**src/rtl/pe_column_sequencer_pkg.sv**
```systemverilog
// Shared types for the PE column command sequencer.
// Holds the sequencer state enum and the datapath opcode constants.
package pe_column_sequencer_pkg;

    typedef enum logic [3:0] {
        IDLE,
        CLR,
        LDW,
        FILL,
        LDI,
        OUT,
        WAIT_RES,
        EMIT,
        SHIFT
    } state_t;

    localparam logic [2:0] OP_CLR = 3'd0;
    localparam logic [2:0] OP_W   = 3'd1;
    localparam logic [2:0] OP_I   = 3'd2;
    localparam logic [2:0] OP_O   = 3'd3;
    localparam logic [2:0] OP_GET = 3'd4;

endpackage

```
**src/rtl/pe_column_sequencer_window_buf.sv**
```systemverilog
// 3-entry sample window for the PE column sequencer, plus its 2-bit
// fill/issue index.
// Ports:
//   clk, reset   clock, synchronous active-high reset
//   i_idx_clr    return index to 0 (wins over i_step)
//   i_step       advance index by one
//   i_load       write i_data into w[index]
//   i_shift      w0<=w1, w1<=w2, w2<=i_data
//   i_data       incoming sample
//   o_idx        current index
//   o_word       w[index]
module pe_seq_window_buf #(
    parameter int DataWidth = 32
) (
    input  logic                 clk,
    input  logic                 reset,
    input  logic                 i_idx_clr,
    input  logic                 i_step,
    input  logic                 i_load,
    input  logic                 i_shift,
    input  logic [DataWidth-1:0] i_data,
    output logic [1:0]           o_idx,
    output logic [DataWidth-1:0] o_word
);

    logic [DataWidth-1:0] r_w0;
    logic [DataWidth-1:0] r_w1;
    logic [DataWidth-1:0] r_w2;
    logic [1:0]           r_idx;

    always_ff @(posedge clk) begin
        if (reset) begin
            r_idx <= '0;
            r_w0  <= '0;
            r_w1  <= '0;
            r_w2  <= '0;
        end else begin
            if (i_idx_clr) begin
                r_idx <= '0;
            end else if (i_step) begin
                r_idx <= r_idx + 2'd1;
            end
            if (i_shift) begin
                r_w0 <= r_w1;
                r_w1 <= r_w2;
                r_w2 <= i_data;
            end else if (i_load) begin
                case (r_idx)
                    2'd0:    r_w0 <= i_data;
                    2'd1:    r_w1 <= i_data;
                    default: r_w2 <= i_data;
                endcase
            end
        end
    end

    always_comb begin
        case (r_idx)
            2'd0:    o_word = r_w0;
            2'd1:    o_word = r_w1;
            default: o_word = r_w2;
        endcase
    end

    assign o_idx = r_idx;

endmodule

```
**src/rtl/pe_column_sequencer.sv**
```systemverilog
// Autonomous command sequencer for the 3-PE column + accumulator datapath:
// loads 3 weights, then runs a stride-1 3-tap convolution over the sample
// stream, returning one result per window on a valid/ready stream.
// Ports:
//   clk, reset                       clock, synchronous active-high reset
//   cfg_go/cfg_windows/cfg_bias      job start pulse and job parameters
//   in_valid/in_data/in_ready        word stream (3 weights, then samples)
//   res_valid/res_data/res_ready     result stream
//   pe_reset/pe_start/pe_n/pe_dataa  datapath command port
//   pe_done/pe_result                datapath completion and result
//   busy                             high whenever not IDLE
//   err                              sticky WAIT_RES timeout flag
// Optional macro PE_SEQ_TIMEOUT_EN adds the WAIT_RES watchdog and err port.
module pe_column_sequencer
    import pe_column_sequencer_pkg::*;
#(
    parameter int DataWidth     = 32,
    parameter int CountWidth    = 16,
    parameter int TimeoutCycles = 255
) (
    input  logic                  clk,
    input  logic                  reset,
    input  logic                  cfg_go,
    input  logic [CountWidth-1:0] cfg_windows,
    input  logic [DataWidth-1:0]  cfg_bias,
    input  logic                  in_valid,
    input  logic [DataWidth-1:0]  in_data,
    output logic                  in_ready,
    output logic                  res_valid,
    output logic [DataWidth-1:0]  res_data,
    input  logic                  res_ready,
    output logic                  pe_reset,
    output logic                  pe_start,
    output logic [2:0]            pe_n,
    output logic [DataWidth-1:0]  pe_dataa,
    input  logic                  pe_done,
    input  logic [DataWidth-1:0]  pe_result,
    output logic                  busy
`ifdef PE_SEQ_TIMEOUT_EN
    ,
    output logic                  err
`endif
);

    state_t                r_state;
    state_t                w_next;
    logic [CountWidth-1:0] r_cnt;
    logic [DataWidth-1:0]  r_bias;
    logic [DataWidth-1:0]  r_res;
    logic                  r_clr_sent;

    logic                  w_latch;
    logic                  w_res_en;
    logic                  w_dec;
    logic                  w_idx_clr;
    logic                  w_step;
    logic                  w_load;
    logic                  w_shift;
    logic [1:0]            w_idx;
    logic [DataWidth-1:0]  w_word;
    logic                  w_last;
    logic                  w_tmo_fire;

    pe_seq_window_buf #(
        .DataWidth(DataWidth)
    ) u_wbuf (
        .clk      (clk),
        .reset    (reset),
        .i_idx_clr(w_idx_clr),
        .i_step   (w_step),
        .i_load   (w_load),
        .i_shift  (w_shift),
        .i_data   (in_data),
        .o_idx    (w_idx),
        .o_word   (w_word)
    );

    assign w_last = (w_idx == 2'd2);

`ifdef PE_SEQ_TIMEOUT_EN
    localparam int TmoW =
        (TimeoutCycles > 255) ? $clog2(TimeoutCycles + 1) : 8;

    logic [TmoW-1:0] r_tmo;
    logic            r_err;
    logic            w_tmo_hit;

    assign w_tmo_hit = (r_tmo == TmoW'(TimeoutCycles - 1));
    assign err       = r_err;

    always_ff @(posedge clk) begin
        if (reset) begin
            r_tmo <= '0;
            r_err <= 1'b0;
        end else begin
            r_tmo <= (r_state == WAIT_RES) ? r_tmo + 1'b1 : '0;
            if (r_state == IDLE && cfg_go) begin
                r_err <= 1'b0;
            end else if (w_tmo_fire) begin
                r_err <= 1'b1;
            end
        end
    end
`else
    logic w_unused_tmo;
    assign w_unused_tmo = (TimeoutCycles != 0);
`endif

    always_ff @(posedge clk) begin
        if (reset) begin
            r_state    <= IDLE;
            r_cnt      <= '0;
            r_bias     <= '0;
            r_res      <= '0;
            r_clr_sent <= 1'b0;
        end else begin
            r_state    <= w_next;
            r_clr_sent <= (r_state == CLR);
            if (w_latch) begin
                r_cnt  <= cfg_windows;
                r_bias <= cfg_bias;
            end else if (w_dec) begin
                r_cnt <= r_cnt - 1'b1;
            end
            if (w_res_en) begin
                r_res <= pe_result;
            end
        end
    end

    always_comb begin
        w_next     = r_state;
        in_ready   = 1'b0;
        res_valid  = 1'b0;
        pe_reset   = 1'b0;
        pe_start   = 1'b0;
        pe_n       = OP_CLR;
        pe_dataa   = '0;
        w_latch    = 1'b0;
        w_res_en   = 1'b0;
        w_dec      = 1'b0;
        w_idx_clr  = 1'b0;
        w_step     = 1'b0;
        w_load     = 1'b0;
        w_shift    = 1'b0;
        w_tmo_fire = 1'b0;
        unique case (r_state)
            IDLE: begin
                w_idx_clr = 1'b1;
                if (cfg_go && cfg_windows != '0) begin
                    w_latch = 1'b1;
                    w_next  = CLR;
                end
            end
            CLR: begin
                // sclr only on the first cycle even if the clr is held
                pe_reset = !r_clr_sent;
                pe_start = 1'b1;
                if (pe_done) w_next = LDW;
            end
            LDW: begin
                // weight goes straight through; accept only when issued
                pe_n     = OP_W;
                pe_dataa = in_data;
                pe_start = in_valid;
                in_ready = pe_done;
                if (in_valid && pe_done) begin
                    w_step = 1'b1;
                    if (w_last) begin
                        w_idx_clr = 1'b1;
                        w_next    = FILL;
                    end
                end
            end
            FILL: begin
                in_ready = 1'b1;
                if (in_valid) begin
                    w_load = 1'b1;
                    w_step = 1'b1;
                    if (w_last) begin
                        w_idx_clr = 1'b1;
                        w_next    = LDI;
                    end
                end
            end
            LDI: begin
                pe_start = 1'b1;
                pe_n     = OP_I;
                pe_dataa = w_word;
                if (pe_done) begin
                    w_step = 1'b1;
                    if (w_last) begin
                        w_idx_clr = 1'b1;
                        w_next    = OUT;
                    end
                end
            end
            OUT: begin
                pe_start = 1'b1;
                pe_n     = OP_O;
                pe_dataa = r_bias;
                if (pe_done) w_next = WAIT_RES;
            end
            WAIT_RES: begin
                pe_n = OP_GET;
                if (pe_done) begin
                    w_res_en = 1'b1;
                    w_next   = EMIT;
                end
`ifdef PE_SEQ_TIMEOUT_EN
                else if (w_tmo_hit) begin
                    pe_reset   = 1'b1;
                    w_tmo_fire = 1'b1;
                    w_next     = IDLE;
                end
`endif
            end
            EMIT: begin
                res_valid = 1'b1;
                if (res_ready) begin
                    w_dec  = 1'b1;
                    w_next = (r_cnt == CountWidth'(1)) ? IDLE : SHIFT;
                end
            end
            SHIFT: begin
                in_ready = 1'b1;
                if (in_valid) begin
                    w_shift = 1'b1;
                    w_next  = LDI;
                end
            end
            default: w_next = IDLE;
        endcase
    end

    assign busy     = (r_state != IDLE);
    assign res_data = r_res;

endmodule

```
**config.mk**
```make
export PLATFORM = sky130hd
export DESIGN_NAME = pe_column_sequencer
export DESIGN_NICKNAME = d
export VERILOG_FILES = /design/src/rtl/pe_column_sequencer_pkg.sv /design/src/rtl/pe_column_sequencer_window_buf.sv /design/src/rtl/pe_column_sequencer.sv
export SDC_FILE = /design/constraint.sdc
export NUM_CORES = 1
export LEC_CHECK = 0
export CAP_MARGIN = 20
export CORE_MARGIN = 2
export CORE_UTILIZATION = 47
export DETAILED_ROUTE_END_ITERATION = 6
export PLACE_DENSITY = 0.77
export SYNTH_ARGS = -nofsm -noshare
export SYNTH_HDL_FRONTEND = slang
export SYNTH_HIERARCHICAL = 1
export SYNTH_SLANG_ARGS = --single-unit
export TNS_END_PERCENT = 10
```
**constraint.sdc**
```tcl
create_clock -name clk -period 1.9 [get_ports clk]
set_input_delay 0.38 -clock clk [delete_from_list [all_inputs] [get_ports clk]]
set_output_delay 0.38 -clock clk [all_outputs]
set_load 0.02 [all_outputs]
```
* Yosys cells after proc, flatten, opt, wreduce, memory -nomap -nowiden
Cells that the tools add are included.
** Word-level totals
- Bits in registers :: 183
- Output and inout port bits :: 72
** Cells by class
- $add $sub $neg :: 2
- Equal/unequal tests :: 24
- Mux-type cells :: 48
- Reductions and logical operators :: 19
** Operators with widths (count)
- 2-to-1 mux 32 bit :: 9
- one-hot mux 32 bit (3 select lines) :: 1
- one-hot mux 32 bit (2 select lines) :: 1
- 2-to-1 mux 4 bit :: 13
- one-hot mux 4 bit (9 select lines) :: 1
- 2-to-1 mux 16 bit :: 2
- inequality test 2 bit, second input constant :: 12
- equality test 16 x 1 -> 1 bit, second input constant :: 1
- equality test 4 x 3 -> 1 bit, second input constant :: 4
- 2-to-1 mux 1 bit :: 16
- nonzero test 16 bit :: 1
- subtractor 16 x 1 -> 16 bit, second input constant :: 1
- one-hot mux 3 bit (4 select lines) :: 1
- AND reduction 12 bit :: 1
- equality test 4 x 2 -> 1 bit, second input constant :: 2
- nonzero test 2 bit :: 4
- AND reduction 2 bit :: 3
- OR reduction 2 bit :: 3
- equality test 4 x 1 -> 1 bit, second input constant :: 1
- equality test 4 bit, second input constant :: 1
- logical NOT 4 bit :: 1
- one-hot mux 1 bit (2 select lines) :: 2
- one-hot mux 1 bit (4 select lines) :: 1
- nonzero test 4 bit :: 1
- other kinds (9) :: 10

* Longest topological paths before layout
Gate-level depths: netlist of the first run.
- Depth in word-level cells :: 5
- Gate-level depth with buffers :: 10
- Mapped depth without buffers :: 7

* By module
Netlist of the first run, hierarchy kept.
** Modules (own cells, without submodules)
- pe_seq_window_buf :: times used 1, cells each 658, area an instance 5252.5 µm²
- pe_column_sequencer :: times used 1, cells each 547, area an instance 4146.5 µm²

* Worst setup path after synthesis of the first run
OpenSTA, ideal clock, no wires.
- Path kind :: reg-to-output
- Start :: register u_wbuf.r_idx[1] (netlist: u_wbuf/o_idx[1])
- End :: output pe_dataa[0]
- Data arrival time :: 1827 ps
- Data required time :: 1520 ps
- Setup slack :: -307 ps
- Cell stages (with the launch flop) :: 11
- Path buffers :: 3
- Cells stage by stage :: dfxtp_1 > inv_1 > ha_1 > buf_2 > or2_2 > clkbuf_1 > buf_2 > nor2_1 > a21oi_1 > a222oi_1 > inv_1
** On the way
- Cells in the longest elaborated chain, start to end :: 3
** Ends and longest elaborated chain
- from (decl) :: RTL line pe_column_sequencer_window_buf.sv:29 : logic [1:0] r_idx;
- from (signal assigned) :: RTL line pe_column_sequencer_window_buf.sv:41 : r_idx <= r_idx + 2'd1;
- equality test 2 x 1 -> 1 bit / logical NOT 2 bit (equally long branches) :: RTL line pe_column_sequencer_window_buf.sv:58 : case (r_idx)
- one-hot mux 32 bit (2 select lines) * :: RTL line pe_column_sequencer_window_buf.sv:58
- via w_word[0] :: RTL line pe_column_sequencer.sv:60 : logic [DataWidth-1:0] w_word;
- one-hot mux 32 bit (3 select lines) * :: RTL line pe_column_sequencer.sv:147 : unique case (r_state)
- to (decl) :: RTL line pe_column_sequencer.sv:35 : output logic [DataWidth-1:0] pe_dataa,
The timed path passes the listed nets; every way through them passes the cells marked *.

* Worst setup path in the final report of the first run
- Start :: register u_wbuf.r_idx[0] (netlist: u_wbuf/o_idx[0])
- End :: output pe_dataa[1]
Same word-level chain as after synthesis.

==> impl_metrics.toml, run 1 <==
[hold_path]
worst_hold_path_type = "primary input to flop"
min-delay-start = "reset"

[routing]
wl_per_cell_um = 18.5
drtIter0Drc = 1093
drt_wl_total_mm = 32.3
vias = 10239
routed_via_density = 5.87
drcViolationCount = 0
antenna_left = 0
detailedRoute.firstPassIterationCount = 6

[floorplanning]
core_area_sq_mm = 0.0195
chipHeight_um = 145
start_util_pct = 48.1
ios = 190
die_area_sq_mm = 0.0211
die_w_um = 145
num_rows = 51

[worst_setup_path]
worst-r2r-setup-slack_ns = -0.03
crit_type = "flop to primary output"
critPathMaxFanout = 8
start_kind = "flop"
r2r-start = "r_state[1]$_SDFFE_PP0P_"
end_kind = "primary output"
critical_path_arrival_ns = 2.23
crit_start = "u_wbuf/o_idx[0]$_SDFFE_PP0P_"
required_ns = 1.52

[logic_synthesis]
synthFlopType = "dfxtp_1"
synth_area_leaders = "dfxtp_1 39%, nand2_1 6.9%, a21oi_1 6.1%, a211oi_1 5.3%, nand2b_1 4.7%"
async_flop_share_pct = 0
syn_nets = 1328
synth_cell_type_count = 53
synth_top_cell_by_area = "dfxtp_1"
ys_ff_latch = 183
ys_seq_area_share_pct = 39.0
postSynthAreaPerCell_sq_um = 7.80
syn_inst = 1205
synth.yosys.warnings = 6
synth_top_area_share_pct = 39.0
syn_area_sq_mm = 0.00940
synth-edff-count = 0

[layout]
nets = 1588
final_cells = 1744
ff_latch_area_sq_mm = 0.00367
num-fill-cells = 1533
drive_gt1_share_pct = 22.8
multi_input_area_sq_mm = 0.00555
area_delta_synth_final_pct = 44.9

[grt]
antenna_found_initial = 1
grt.overflow.total = 0
grt_pass1_vias = 9853
grt_max_degree = 54
grtUsageTotal_pct = 28.7
grt_pass1_wl_mm = 50.1

[cts]
h-tree-depth = 4
insertion_delay_ns = 0.44
clock_sinks = 183
ctsRootBufferMaster = "clkbuf_16"
cts_tree = "built"
cts_buffer_depth = 2
cts_buffers = 17
clk_pin_slew_ns = 0.07

[placement]
port_buffers = 189
dpl.hpwl_mm = 19.6
place_ws_ns = -0.724
gp_congestion = 0.856
dp.cells = 1690

[sta]
slew_headroom_pct = 63.7
fmax_mhz = 382
finalHoldViolCount = 0
rsz0062_at_grt = "yes"
period_share_pct = 138
fin_crit_ns = 2.61
holdWs_ns = 0.379
tightest_slew_ns = 0.542
maxSlewViolCount = 0
setup_viol = 46
skew_ns = 0.00741
fin_ws_ns = -0.715

[power]
power_density_mw_per_mm2 = 796
p_total_mw = 10.8
ir_drop_mv = 0.721
p_leak_nw = 5.85

[status]
status = "complete, but fails checks"
failed_checks = "setup timing"

[flow_run]
maxCapViolations = 0
## Yosys cell counts (6+ instances only)
cell type,number
nor2b_1,69
nand2_1,174
buf_2,30
nor3_1,69
a2bb2oi_1,6
and3_1,66
dfxtp_1,183
mux2i_1,34
o21ai_0,36
nor4_1,7
nand2b_1,71
nor2_1,54
nand3_1,10
a211oi_1,66
inv_1,41
clkbuf_1,71
a21oi_1,115
a222oi_1,32
## kinds of logic after synthesis
logic type / count (synthesis) / synth area share (%)
and+or+nand+nor: 546 / 29.8
AOI/OAI and AO/OA: 286 / 19.9
DFF: 183 / 39.0
buffers and inverters: 149 / 6.79
muxes: 34 / 3.62
adders and majority gates: 5 / 0.666
xor gates and xnor gates: 2 / 0.186
## cell type report
| class | instances | area share (%) |
|---|---|---|
| multi-input cells | 877 | 40.7 |
| flip-flops and latches | 183 | 27.0 |
| repair buffers | 345 | 24.4 |
| clock buffers | 18 | 3.22 |
| well taps | 265 | 2.43 |
| inverters | 41 | 1.17 |
| clock inverters | 14 | 1.08 |
| diodes | 1 | 0.0184 |
## critical path, cell delays in order (launching register included)
cell	delay, ns
dfxtp_4	0.38
inv_4	0.04
ha_4	0.19
or2_4	0.30
buf_6	0.14
nor2_4	0.11
a21oi_2	0.05
a222oi_1	0.31
inv_1	0.13
buf_6	0.15
## metrics by stage
stage | area, sq um | TNS [ns] | utilization [%]
after detailed placement | 12500 | -61.17 | 63.8
after floorplan | 9450 | -4.39 | -
after CTS | 13300 | -20.38 | 68.0
final | 13600 | -20.92 | 69.8
after global routing | 13600 | -26.27 | 69.7
after global placement | 12500 | -57.58 | 63.8
## flip-flops by register name, summed over array words and instances, names as in the netlist
name          cells
r_bias           32
res_data         32
u_wbuf/r_w0      32
u_wbuf/r_w1      32
u_wbuf/r_w2      32
r_cnt            16
r_state           4
u_wbuf/o_idx      2
r_clr_sent        1
## path summary, 6_finish.rpt
kind	to	cells past startpoint
min reg2reg	res_data[21]$_SDFFE_PP0P_	2
max	pe_dataa[1]	9
min	r_bias[0]$_SDFFE_PP0P_	2
max reg2reg	u_wbuf/r_w1[28]$_SDFFE_PP0P_	7
## cells in the final DEF, fill, tap and decap left out, types with 39 or more instances in the layout
master	synthesis	routed
a211oi_1	66	64
a21oi_1	115	105
and3_1	66	65
buf_4	3	121
clkdlybuf4s50_1	0	148
dfxtp_1	183	178
nand2_1	174	172
nand2b_1	71	69
nor2_1	54	39
nor2b_1	69	42
nor3_1	69	64
## repair_timing
action,CTS,global route
endpoints found under the setup margin,131,155
pin swaps,21,39
hold buffers,0,0
setup buffers,13,3
gates cloned,5,0
gates resized for setup,238,97
## layer usage
layer  global-route usage (%)  wire [um]  up-vias
met1                     36.6      13000     4868
met3                     7.27       3050       85
met5                        0          0        -
met4                     11.1        868        0
met2                     46.8      15300      539
li1                         -          -     4747
## where the power goes
part           internal [mW]  switching, mW  total [mW]
sequential              4.06          0.156        4.21
clock                   1.98           1.63        3.62
combinational           1.36           1.66        3.01
Power figures use the tool's default switching activity.
==> run 2: changes to the inputs <==
--- a/config.mk
+++ b/config.mk
@@ -10,6 +10,7 @@
 export CORE_UTILIZATION = 47
 export DETAILED_ROUTE_END_ITERATION = 6
 export PLACE_DENSITY = 0.77
+export SLEW_MARGIN = 25
 export SYNTH_ARGS = -nofsm -noshare
 export SYNTH_HDL_FRONTEND = slang
 export SYNTH_HIERARCHICAL = 1
==> results of run 2 <==
No change in the layout: final DEF, timing and power equal those of run 1.
==> RTL change 1, RTL diff (config.mk and constraints of run 2) <==
The option `PE_SEQ_TIMEOUT_EN` is turned on by a define.
--- a/src/rtl/pe_column_sequencer.sv
+++ b/src/rtl/pe_column_sequencer.sv
@@ -12,4 +12,6 @@
 //   err                              sticky WAIT_RES timeout flag
 // Optional macro PE_SEQ_TIMEOUT_EN adds the WAIT_RES watchdog and err port.
+`define PE_SEQ_TIMEOUT_EN
+
 module pe_column_sequencer
     import pe_column_sequencer_pkg::*;
Behaviour (old outputs only; new: err): same outputs for any inputs over 10 cycles, from zero or initial values and one cycle with reset high; that may be too few to reach the edited logic, so the function may still have changed.
==> RTL change 1 against run 2 <==
  * The run still ends with setup timing left
  * First-iteration DRC count down 19%
  * Cell area up 5.5%
  * Count of clock-buffer cells in the layout down 1
  * Wire length up 2.4%
  * Core utilization up 0.61 points
  * Highest routed layer is now met5
  * Maximum frequency up 6.4%
  * Critical path depth unchanged
  * Combinational power up 67%
  * Die area up 4.6%
  * Area after synthesis up 4.8%
  * Total power up 22%
  * Sequential cell count up 9
  * Critical path type unchanged
  * Setup slack better by 160 ps
  * Sequential share of layout area down 0.15 points
==> RTL change 1: results (changes against run 2) <==
The final reports fail on setup timing. The compound-cell area share of the yosys netlist came out at 17.3% (-2.6 points). The biggest fanout along the worst timing path is 7 (-1).

The post-cts sizing count came out at 253 (+6.3%). The layout filler cell count is 1565 (+2.1%). The setup skew after layout is 13.4 ps (+5.98 ps). The register area share after synthesis came out at 39.0% (+0.052 points). The setup slack at placement came out at -832 ps (-108 ps).

The delay of the slowest cell on the worst path is 350 ps (-30 ps). The setup violation total in the final timing report came out at 110 (+140%). The post-detailed-routing wire length is 33000 um (+2.4%). The post-route non-filler standard cell count was 1806 (+3.6%). The adder and majority cell fraction of the synthesized area is 0.889% (+0.22 points).

The flow ran to the end, but the final reports show violations. The fraction of met1 tracks used by global routing came out at 36.2% (-0.40 points). The initial antenna violation count came out at 3 (+2). The wire length of the first global-routing pass was 50100 um (about the same). The antenna cell count was 0 (-1).

The average size of a mapped cell is 7.74 um2 (-0.82%). The worst-case setup margin in the final layout came out at -558 ps (+157 ps). The detailed route wirelength on metal3 is 2930 um (-4.1%). The mux cell area share after synthesis is 6.92% (+3.3 points). The slowest cell on the critical path is sky130_fd_sc_hd__dfxtp_2. The post-route setup TNS came out at -22330 ps (-1400 ps). The share of final-layout standard cells stronger than drive strength 1 is 23.5% (+0.70 points). The highest layer touched by signal routing is met5.

The worst register-to-register path begins at r_state[0]. The estimated wirelength of the detail-placed design is 20800 um (+5.7%).
## RTL change 1: path summary, 6_finish.rpt
path               endpoint  slack [ps]  cells past startpoint
min              r_state[0]         260                      4
max            pe_dataa[20]        -560                      9
min reg2reg     res_data[0]         450                      2
max reg2reg  u_wbuf/r_w0[9]        -160                      8
## RTL change 1: power by group through the flow
stage               combinational [uW]  clock [uW]  sequential, uW
global route                      5330        3780            4580
global placement                  4330           0            4590
CTS                               4600        3630            4520
floorplan                         2390           0            4570
detailed placement                4380           0            4600
finish                            5030        3610            4550
## RTL change 1: final cells by class
cell class | count | area, um2 | area share, %
Tap cell | 270 | 338 | 2.35
Inverter | 12 | 50.0 | 0.348
Clock inverter | 15 | 168 | 1.17
Clock buffer | 17 | 425 | 2.96
Sequential cell | 192 | 3850 | 26.8
Multi-Input combinational cell | 964 | 6110 | 42.5
Timing Repair Buffer | 336 | 3430 | 23.8
==> RTL change 2, RTL diff (settings of run 2) <==
Made on the original files. Re-encode `state_t` (9 states) as one-hot, 9 bits wide.
--- a/src/rtl/pe_column_sequencer_pkg.sv
+++ b/src/rtl/pe_column_sequencer_pkg.sv
@@ -3,14 +3,14 @@
 package pe_column_sequencer_pkg;
 
-    typedef enum logic [3:0] {
-        IDLE,
-        CLR,
-        LDW,
-        FILL,
-        LDI,
-        OUT,
-        WAIT_RES,
-        EMIT,
-        SHIFT
+    typedef enum logic [8:0] {
+        IDLE     = 9'b000000001,
+        CLR      = 9'b000000010,
+        LDW      = 9'b000000100,
+        FILL     = 9'b000001000,
+        LDI      = 9'b000010000,
+        OUT      = 9'b000100000,
+        WAIT_RES = 9'b001000000,
+        EMIT     = 9'b010000000,
+        SHIFT    = 9'b100000000
     } state_t;
 
Behaviour: same outputs for any inputs over 10 cycles, from zero or initial values and one cycle with reset high; not proved beyond that.
==> RTL change 2 against run 2 <==
  * Sequential cell count is 5 higher
  * Maximum frequency is 0.13% lower
  * Cell area increased by 6.2%
  * Clock skew up 7.2 ps
  * Global-route usage is 1.6 points lower
  * Wire length is 4.1% lower
  * Largest cell class unchanged
  * Synthesized cell count up 3.2%
  * Sequential share of layout area shrank 0.89 points
  * Critical endpoint is now pe_dataa[10]
  * Setup slack got worse by 3.4 ps
  * Critical path type unchanged
  * Area after synthesis grew 4.0%
  * The run still ends with setup timing left
Power is not compared: it rests on default switching activity, and its combinational part moved more than twofold at a synthesized area within 25%.
==> RTL change 2: results (changes against run 2) <==
The maximum number of buffers from clock root to sink is 2 (unchanged). The setup violation total in the final timing report came out at 192 (+320%). The fraction of synthesis flops using an asynchronous set or reset pin is 0% (unchanged). The net total in the final layout is 1645 (+3.6%).

The min-delay analysis places its worst path in the category input pin to flop. The peak ir drop on the vdd network is 0.608 mV. The static power due to leakage came out at 0.00618 uW. The number of distinct library cells after synthesis came out at 59 (+11%). The number of DRC violations after detailed-routing iteration 0 is 906 (-17%). The number of port buffers came out at 189 (unchanged). The number of cells on the worst hold path was 2 (unchanged). The initial antenna violation count was 2 (+1). The headroom to the max-slew limit came out at 58.0% (-5.6 points). The tree is rooted in a sky130_fd_sc_hd__clkbuf_16.

The wire length of the first global-routing pass came out at 48800 um (-2.5%). The setup skew after layout came out at 14.6 ps (+7.23 ps). The setup slack at placement is -817 ps (-93.2 ps). The post-detailed-route via-to-cell ratio is 5.72 (-2.5%). The checks that failed: setup timing. The number of buffers created by CTS is 17 (unchanged). The count of yosys warnings during synthesis was 6 (unchanged). The data arrival time of the critical path came out at 2240 ps. The worst-case setup margin in the final layout was -718 ps (-3.41 ps).

The number of nets produced by synthesis was 1367 (+2.9%). The share of final-layout standard cells stronger than drive strength 1 is 24.2% (+1.4 points). The post-detailed-routing wire length came out at 30900 um (-4.1%). The clock latency at the later pin of the worst-skew pair is 440 ps (about the same). The post-route setup TNS is -91200 ps (-70280 ps). The biggest fanout along the worst timing path is 13 (+5). The cell depth of the worst flop-to-flop path is 8 (+1). The met3 demand-to-capacity share in global routing is 6.44% (-0.83 points). The number of enable-type register cells in the synthesized netlist was 0 (unchanged). The total congestion overflow after global routing is 0 (unchanged). The fraction of met1 tracks used by global routing came to 35.0% (-1.6 points). The via count of the first global-routing pass is 9923 (+0.71%). The iteration count of the initial detailed-routing pass was 7 (+1). The register area share after synthesis came to 38.5% (-0.47 points). The number of H-tree branching levels came to 4 (unchanged). The run finished, with violations left.

Sorting the synthesized cells by area gives the leading types as sky130_fd_sc_hd__dfxtp_1 (39%), sky130_fd_sc_hd__nand2_1 (6.6%), sky130_fd_sc_hd__a21oi_1 (6.1%), sky130_fd_sc_hd__a211oi_1 (4.9%), sky130_fd_sc_hd__nand2b_1 (4.7%). The estimated wirelength of the detail-placed design was 20800 um (+5.9%). By count the netlist is led by sky130_fd_sc_hd__dfxtp_1 (188), sky130_fd_sc_hd__nand2_1 (173), sky130_fd_sc_hd__a21oi_1 (120). The fraction of met2 tracks used by global routing came to 45.0% (-1.7 points). The routability-driven placement congestion ratio is 0.933 (+9.0%). The total routing resource utilization after global routing came out at 27.1% (-1.6 points).

The largest net degree at the start of global routing was 79 (+46%). The clock slew seen by the registers of the worst setup and hold paths is 70 ps (about the same).
-- RTL change 2: cells by family after synthesis --
| logic type | Yosys count | share of synthesized area (%) |
|---|---|---|
| multiplexers | 35 | 3.58 |
| AO/OA/AOI/OAI | 292 | 19.6 |
| XOR/XNOR | 4 | 0.358 |
| AND/OR/NAND/NOR | 565 | 30.3 |
| adder cells (fa/ha/maj) | 5 | 0.640 |
| buffers and inverters | 155 | 7.00 |
| flip-flops | 188 | 38.5 |
-- RTL change 2: power breakdown --
part	switching [uW]	total, uW	internal (uW)
registers	59.9	4090	4030
clock network	1750	3500	1750
logic	586	1240	652
-- RTL change 2: per-stage QoR --
step                      hold WS, ps  std cells  utilization (%)  instance area [um2]  total power [uW]
final                             409       1806             71.2                14500              8830
after global routing              451       1805             71.2                14500              9130
after CTS                         412       1800             69.7                14100              8850
after detailed placement          446       1765             65.2                13200              5370
after global placement            441       1765             65.2                13200              5360
after floorplan                   436       1244                -                 9930              4670
-- RTL change 2: worst paths after layout --
kind	start	endpoint	slack (ps)
worst max register to register	r_state[1]	u_wbuf/r_w0[0]	-690
worst min register to register	res_data[24]	res_data[24]	450
worst max-delay path	r_state[1]	pe_dataa[10]	-720
worst min-delay path	reset	r_cnt[11]	410
-- RTL change 2: worst max-delay path, cell delays in order, from the launching register on --
cell and delay (ps):
sky130_fd_sc_hd__dfxtp_2 330, sky130_fd_sc_hd__or4_4 600, sky130_fd_sc_hd__nor3_4 210, sky130_fd_sc_hd__buf_4 160
sky130_fd_sc_hd__buf_4 200, sky130_fd_sc_hd__a222oi_1 100, sky130_fd_sc_hd__inv_1 90, sky130_fd_sc_hd__buf_6 110
-- RTL change 2: final cells by class --
type,instances,area [um2]
fill,1545,5840
multi-input combinational,901,5870
inverter,44,168
clock buffer,17,425
tap,270,338
clock inverter,15,155
timing repair buffer,370,3730
sequential,188,3770
antenna,1,2.50
-- RTL change 2: repair_timing --
item                                    in CTS  in global routing
cloned                                       0                  3
pin swaps                                   30                 43
endpoints found under the setup margin     226                226
setup buffers                                3                  2
gates resized for setup                    280                 75
-- RTL change 2: per-layer routing --
layer	part of all wire, %	wire length (um)	up-vias
li1	-	-	4962
met1	42	13100	4902
met2	48	14800	421
met3	7.9	2450	48
met4	1.8	562	2
met5	0.039	12	-
